$ cat src/rtl/logic_gate_pipe.sv
// ============================================================================
// logic_gate_pipe : pipelined WIDTH-bit bitwise logic unit with valid/ready
// Optional macro LOGIC_GATE_PIPE_PARITY_EN adds the y_par output.
// Revision: 1.0
// ============================================================================
`default_nettype none

module logic_gate_pipe #(
    parameter int WIDTH  = 8,
    parameter int STAGES = 2
) (
    input  logic             clk,
    input  logic             rst_n,
    input  logic             in_valid,
    output logic             in_ready,
    input  logic [2:0]       op,
    input  logic [WIDTH-1:0] a,
    input  logic [WIDTH-1:0] b,
    output logic             out_valid,
    input  logic             out_ready,
    output logic [WIDTH-1:0] y,
    output logic             busy
`ifdef LOGIC_GATE_PIPE_PARITY_EN
    ,
    output logic             y_par
`endif
);

    localparam logic [2:0] c_op_not  = 3'd0;
    localparam logic [2:0] c_op_buf  = 3'd1;
    localparam logic [2:0] c_op_and  = 3'd2;
    localparam logic [2:0] c_op_or   = 3'd3;
    localparam logic [2:0] c_op_xor  = 3'd4;
    localparam logic [2:0] c_op_nand = 3'd5;
    localparam logic [2:0] c_op_nor  = 3'd6;
    localparam logic [2:0] c_op_xnor = 3'd7;

    logic [STAGES-1:0] r_v;
    logic [WIDTH-1:0]  r_d [STAGES];
    logic [STAGES-1:0] w_rdy;
    logic [WIDTH-1:0]  w_res;

    always_comb begin
        w_res = '0;
        case (op)
            c_op_not:  w_res = ~a;
            c_op_buf:  w_res = a;
            c_op_and:  w_res = a & b;
            c_op_or:   w_res = a | b;
            c_op_xor:  w_res = a ^ b;
            c_op_nand: w_res = ~(a & b);
            c_op_nor:  w_res = ~(a | b);
            c_op_xnor: w_res = ~(a ^ b);
            default:   w_res = '0;
        endcase
    end

    // Stage k can advance if any stage from k to the output is empty or the
    // consumer takes the head; flattened form of the ripple ready chain.
    generate
        for (genvar k = 0; k < STAGES; k++) begin : g_rdy
            assign w_rdy[k] = ~(&r_v[STAGES-1:k]) | out_ready;
        end
    endgenerate

    always_ff @(posedge clk or negedge rst_n) begin
        if (!rst_n) begin
            for (int k = 0; k < STAGES; k++) begin
                r_v[k] <= 1'b0;
                r_d[k] <= '0;
            end
        end else begin
            if (w_rdy[0]) begin
                r_v[0] <= in_valid;
                if (in_valid) r_d[0] <= w_res;
            end
            for (int k = 1; k < STAGES; k++) begin
                if (w_rdy[k]) begin
                    r_v[k] <= r_v[k-1];
                    if (r_v[k-1]) r_d[k] <= r_d[k-1];
                end
            end
        end
    end

`ifdef LOGIC_GATE_PIPE_PARITY_EN
    logic [STAGES-1:0] r_p;

    always_ff @(posedge clk or negedge rst_n) begin
        if (!rst_n) begin
            r_p <= '0;
        end else begin
            if (w_rdy[0] && in_valid) r_p[0] <= ^w_res;
            for (int k = 1; k < STAGES; k++) begin
                if (w_rdy[k] && r_v[k-1]) r_p[k] <= r_p[k-1];
            end
        end
    end

    assign y_par = r_p[STAGES-1];
`endif

    assign in_ready  = w_rdy[0];
    assign out_valid = r_v[STAGES-1];
    assign y         = r_d[STAGES-1];
    assign busy      = |r_v;

endmodule

`default_nettype wire

$ cat config.mk
export PLATFORM = sky130hd
export DESIGN_NAME = logic_gate_pipe
export DESIGN_NICKNAME = d
export VERILOG_FILES = /design/src/rtl/logic_gate_pipe.sv
export SDC_FILE = /design/constraint.sdc
export NUM_CORES = 1
export LEC_CHECK = 0
export BUFFER_PORTS_ARGS = -buffer_cell sky130_fd_sc_hd__buf_2
export CAP_MARGIN = 20
export CORE_MARGIN = 4
export CORE_UTILIZATION = 30
export CTS_CLUSTER_DIAMETER = 100
export DETAILED_ROUTE_END_ITERATION = 10
export GPL_ROUTABILITY_DRIVEN = 0
export PLACE_DENSITY = 0.51
export SLEW_MARGIN = 25
export SYNTH_ARGS = -nofsm -noshare
export SYNTH_HDL_FRONTEND = slang
export SYNTH_SLANG_ARGS = --single-unit
$ cat constraint.sdc
create_clock -name clk -period 1.2 [get_ports clk]
set_input_delay 0.18 -clock clk [delete_from_list [all_inputs] [get_ports clk]]
set_output_delay 0.18 -clock clk [all_outputs]
set_load 0.01 [all_outputs]
==> impl_metrics.csv <==
group,metric,value,unit
global_routing,grt_pass1_vias,1252,
logic_synthesis,synth.distinct_cells,48,
floorplan,initial_core_util,31.26,%
global_routing,grt_pass1_wl,5464,um
logic_synthesis,yosysTopAreaCell,"dfrtp_1",
detailed_routing,wire_per_inst,10.78,um
logic_synthesis,post-synth-top-count-cell,"inv_1",
final_layout,area_growth,37.85,%
final_layout,fillCellCount,542,
floorplan,die_x,81.18,um
timing,setup_viol,17,
floorplan,dieArea,6590,um2
timing,max_freq,0.7532,GHz
setup_path,ff2ff_path_depth,6,
setup_path,critPathKind,"reg2out",
timing,layout_setup_ws,-0.1277,ns
timing,fin_crit,1.328,ns
clocking,clkSlewWorstSetupHoldPaths,0.07,ns
logic_synthesis,ys_seq_area_share,28.04,%
global_routing,overflow,0,
clocking,cts_buffers,3,
global_routing,grt_max_degree,32,
setup_path,endpoint_kind,"output pin",
min_path,holdCritPathClass,"in2reg",
timing,tns,-1.049,ns
placement,dp_slack,-0.3992,ns
power,power_density,924.5,nW/um2
timing,finClkSkew,0.002992,ns
floorplan,core,5140,um2
setup_path,start_kind,"register",
detailed_routing,drt-total-wl,3255,um
setup_path,worstPathMaxFanout,2,
final_layout,fin_nets,272,
detailed_routing,dr.pass1.iters,4,
timing,tightestPinTransition,0.3877,ns
min_path,hold_depth,2,
logic_synthesis,synth_edf_count,0,
logic_synthesis,yosysWarnings,0,
clocking,clock_latency,0.25,ns
global_routing,antenna_found_initial,0,
timing,rsz0062_at_grt,"true",
clocking,htreeDepth,1,
setup_path,worstPathRequired,1.02,ns
timing,hold_viol,0,
floorplan,rows,26,
logic_synthesis,syn-num-nets,216,
clocking,clock-sinks,18,
detailed_routing,avgViaCountPerCell,4.437,
logic_synthesis,yosys_most_used_dff,"dfrtp_1",
power,p_total,2.047,mW
global_routing,grtUsageTotal,10.28,%
logic_synthesis,synthArstFlopShare,100.0,%
clocking,cts_root_buf,"clkbuf_8",
logic_synthesis,syn_area,1607,um2
timing,fin_crit_sh,110.6,%
placement,hpwl,2600,um
outcome,status,"complete, but fails checks",
power,ir_drop,0.0003849,V
clocking,clockBufferDepth,2,
logic_synthesis,ys_ff_latch,18,
logic_synthesis,synthTopCellsByCount,"19 x inv_1, 18 x dfrtp_1, 16 x ha_1",
outcome,violations,"setup timing",
timing,drv_slew,0,
final_layout,drive_gt1_share,37.93,%
placement,dpl_cell_area,2031,um2
job,drv_cap,0,
placement,io_buffers,33,
detailed_routing,antenna_left,0,
detailed_routing,drtIter0Drc,45,
floorplan,dieHeight,81.18,um
timing,slew_headroom,74.15,%
final_layout,fin_cells,302,
logic_synthesis,netlist.area_leader.share,28.04,%
detailed_routing,vias,1340,
placement,dp.cells,293,
final_layout,stdcell_area,2215,um2
logic_synthesis,synth.area.top_cells,"dfrtp_1 28%, ha_1 12%, nand2b_1 5.8%, mux2_1 5.6%, buf_4 5.1%",
logic_synthesis,syn_inst,177,
power,leakage,1.087,nW
floorplan,io_pins,34,
clocking,cts_tree,"yes",
logic_synthesis,syn_avg_cell_area,9.077,um2
final_layout,diodes,0,
detailed_routing,drc_errors,0,
setup_path,arrival,1.15,ns
## registers in the layout, indices dropped and copies added (netlist names)
signal  cells
r_d         8
y           8
r_v         2
## per-stage QoR
step	hold WS, ns	util [%]
after global routing	0.1919	43.09
after CTS	0.1561	41.85
after detailed placement	0.1298	39.51
final	0.1806	43.09
after global placement	0.1299	39.51
after floorplan	-0.1156	-
## per-layer routing
metal	vias to the layer above	part of all wire, %	track usage, %
met5	-	0	0
met3	5	3.2	0.6652
met2	27	45	16.75
li1	723	-	-
met4	0	1.3	3.547
met1	585	51	14.34
## repair_timing
action | CTS | global route
hold buffers | 1 | 0
pin swaps | 3 | 6
cloned | 0 | 1
endpoints found under the hold margin | 18 | 0
gates resized for setup | 9 | 10
buffers inserted | 3 | 1
endpoints found under the setup margin | 6 | 18
## where the power goes
part | switching (mW) | internal, mW
Combinational | 0.350 | 0.415
Clock | 0.186 | 0.291
Sequential | 0.0663 | 0.739
## critical path, stage by stage (launching register included)
cell      delay (ns)
dfrtp_1         0.38
buf_6           0.11
nand3b_1        0.13
buf_4           0.18
buf_6           0.11
## cells in the final DEF, fill, tap and decap left out, drive strengths merged, types with 3 or more instances in the layout
| cell type | netlist | routed |
|---|---|---|
| o2111ai | 3 | 3 |
| nor2b | 4 | 4 |
| nand3 | 3 | 3 |
| a21oi | 4 | 4 |
| a21o | 4 | 4 |
| clkbuf | 2 | 5 |
| mux2 | 9 | 9 |
| ha | 16 | 16 |
| a32o | 3 | 3 |
| mux2i | 3 | 3 |
| buf | 15 | 66 |
| o21ai | 9 | 9 |
| dfrtp | 18 | 18 |
| nor2 | 6 | 6 |
| nand2 | 13 | 13 |
| inv | 20 | 20 |
| nand2b | 15 | 15 |
| a211oi | 3 | 3 |
## area by class of cell
type                    count  area, um2  share of cell area [%]
flip-flops and latches     18      450.4                   20.34
inverters                  20      87.58                   3.955
clock buffers               4      55.05                   2.486
repair buffers             68      533.0                   24.07
well taps                  70      87.58                   3.955
multi-input cells         122       1001                   45.20
## kinds of logic (layout without fill, tap and decap cells)
group                      Yosys count  in the layout  share of synthesized area, %
and+or+nand+nor                     51             51                         17.84
buffers and inverters               37             92                         12.31
xor gates and xnor gates             2              2                         1.091
AOI/OAI and AO/OA                   40             40                         18.69
muxes                               13             13                         9.580
adders and majority gates           16             16                         12.46
DFF                                 18             18                         28.04
## final timing paths
path,to,from,slack [ns]
setup / recovery,in_ready,r_v[1],-0.13
hold / removal,r_v[0],in_valid,0.18
setup reg to reg,r_d[10],r_v[1],-0.09
hold reg to reg,r_d[11],r_d[11],0.48
max in group asynchronous,r_d[11],rst_n,0.54
min in group asynchronous,r_d[12],rst_n,0.39
No activity file was read; power rests on OpenSTA's default activity.
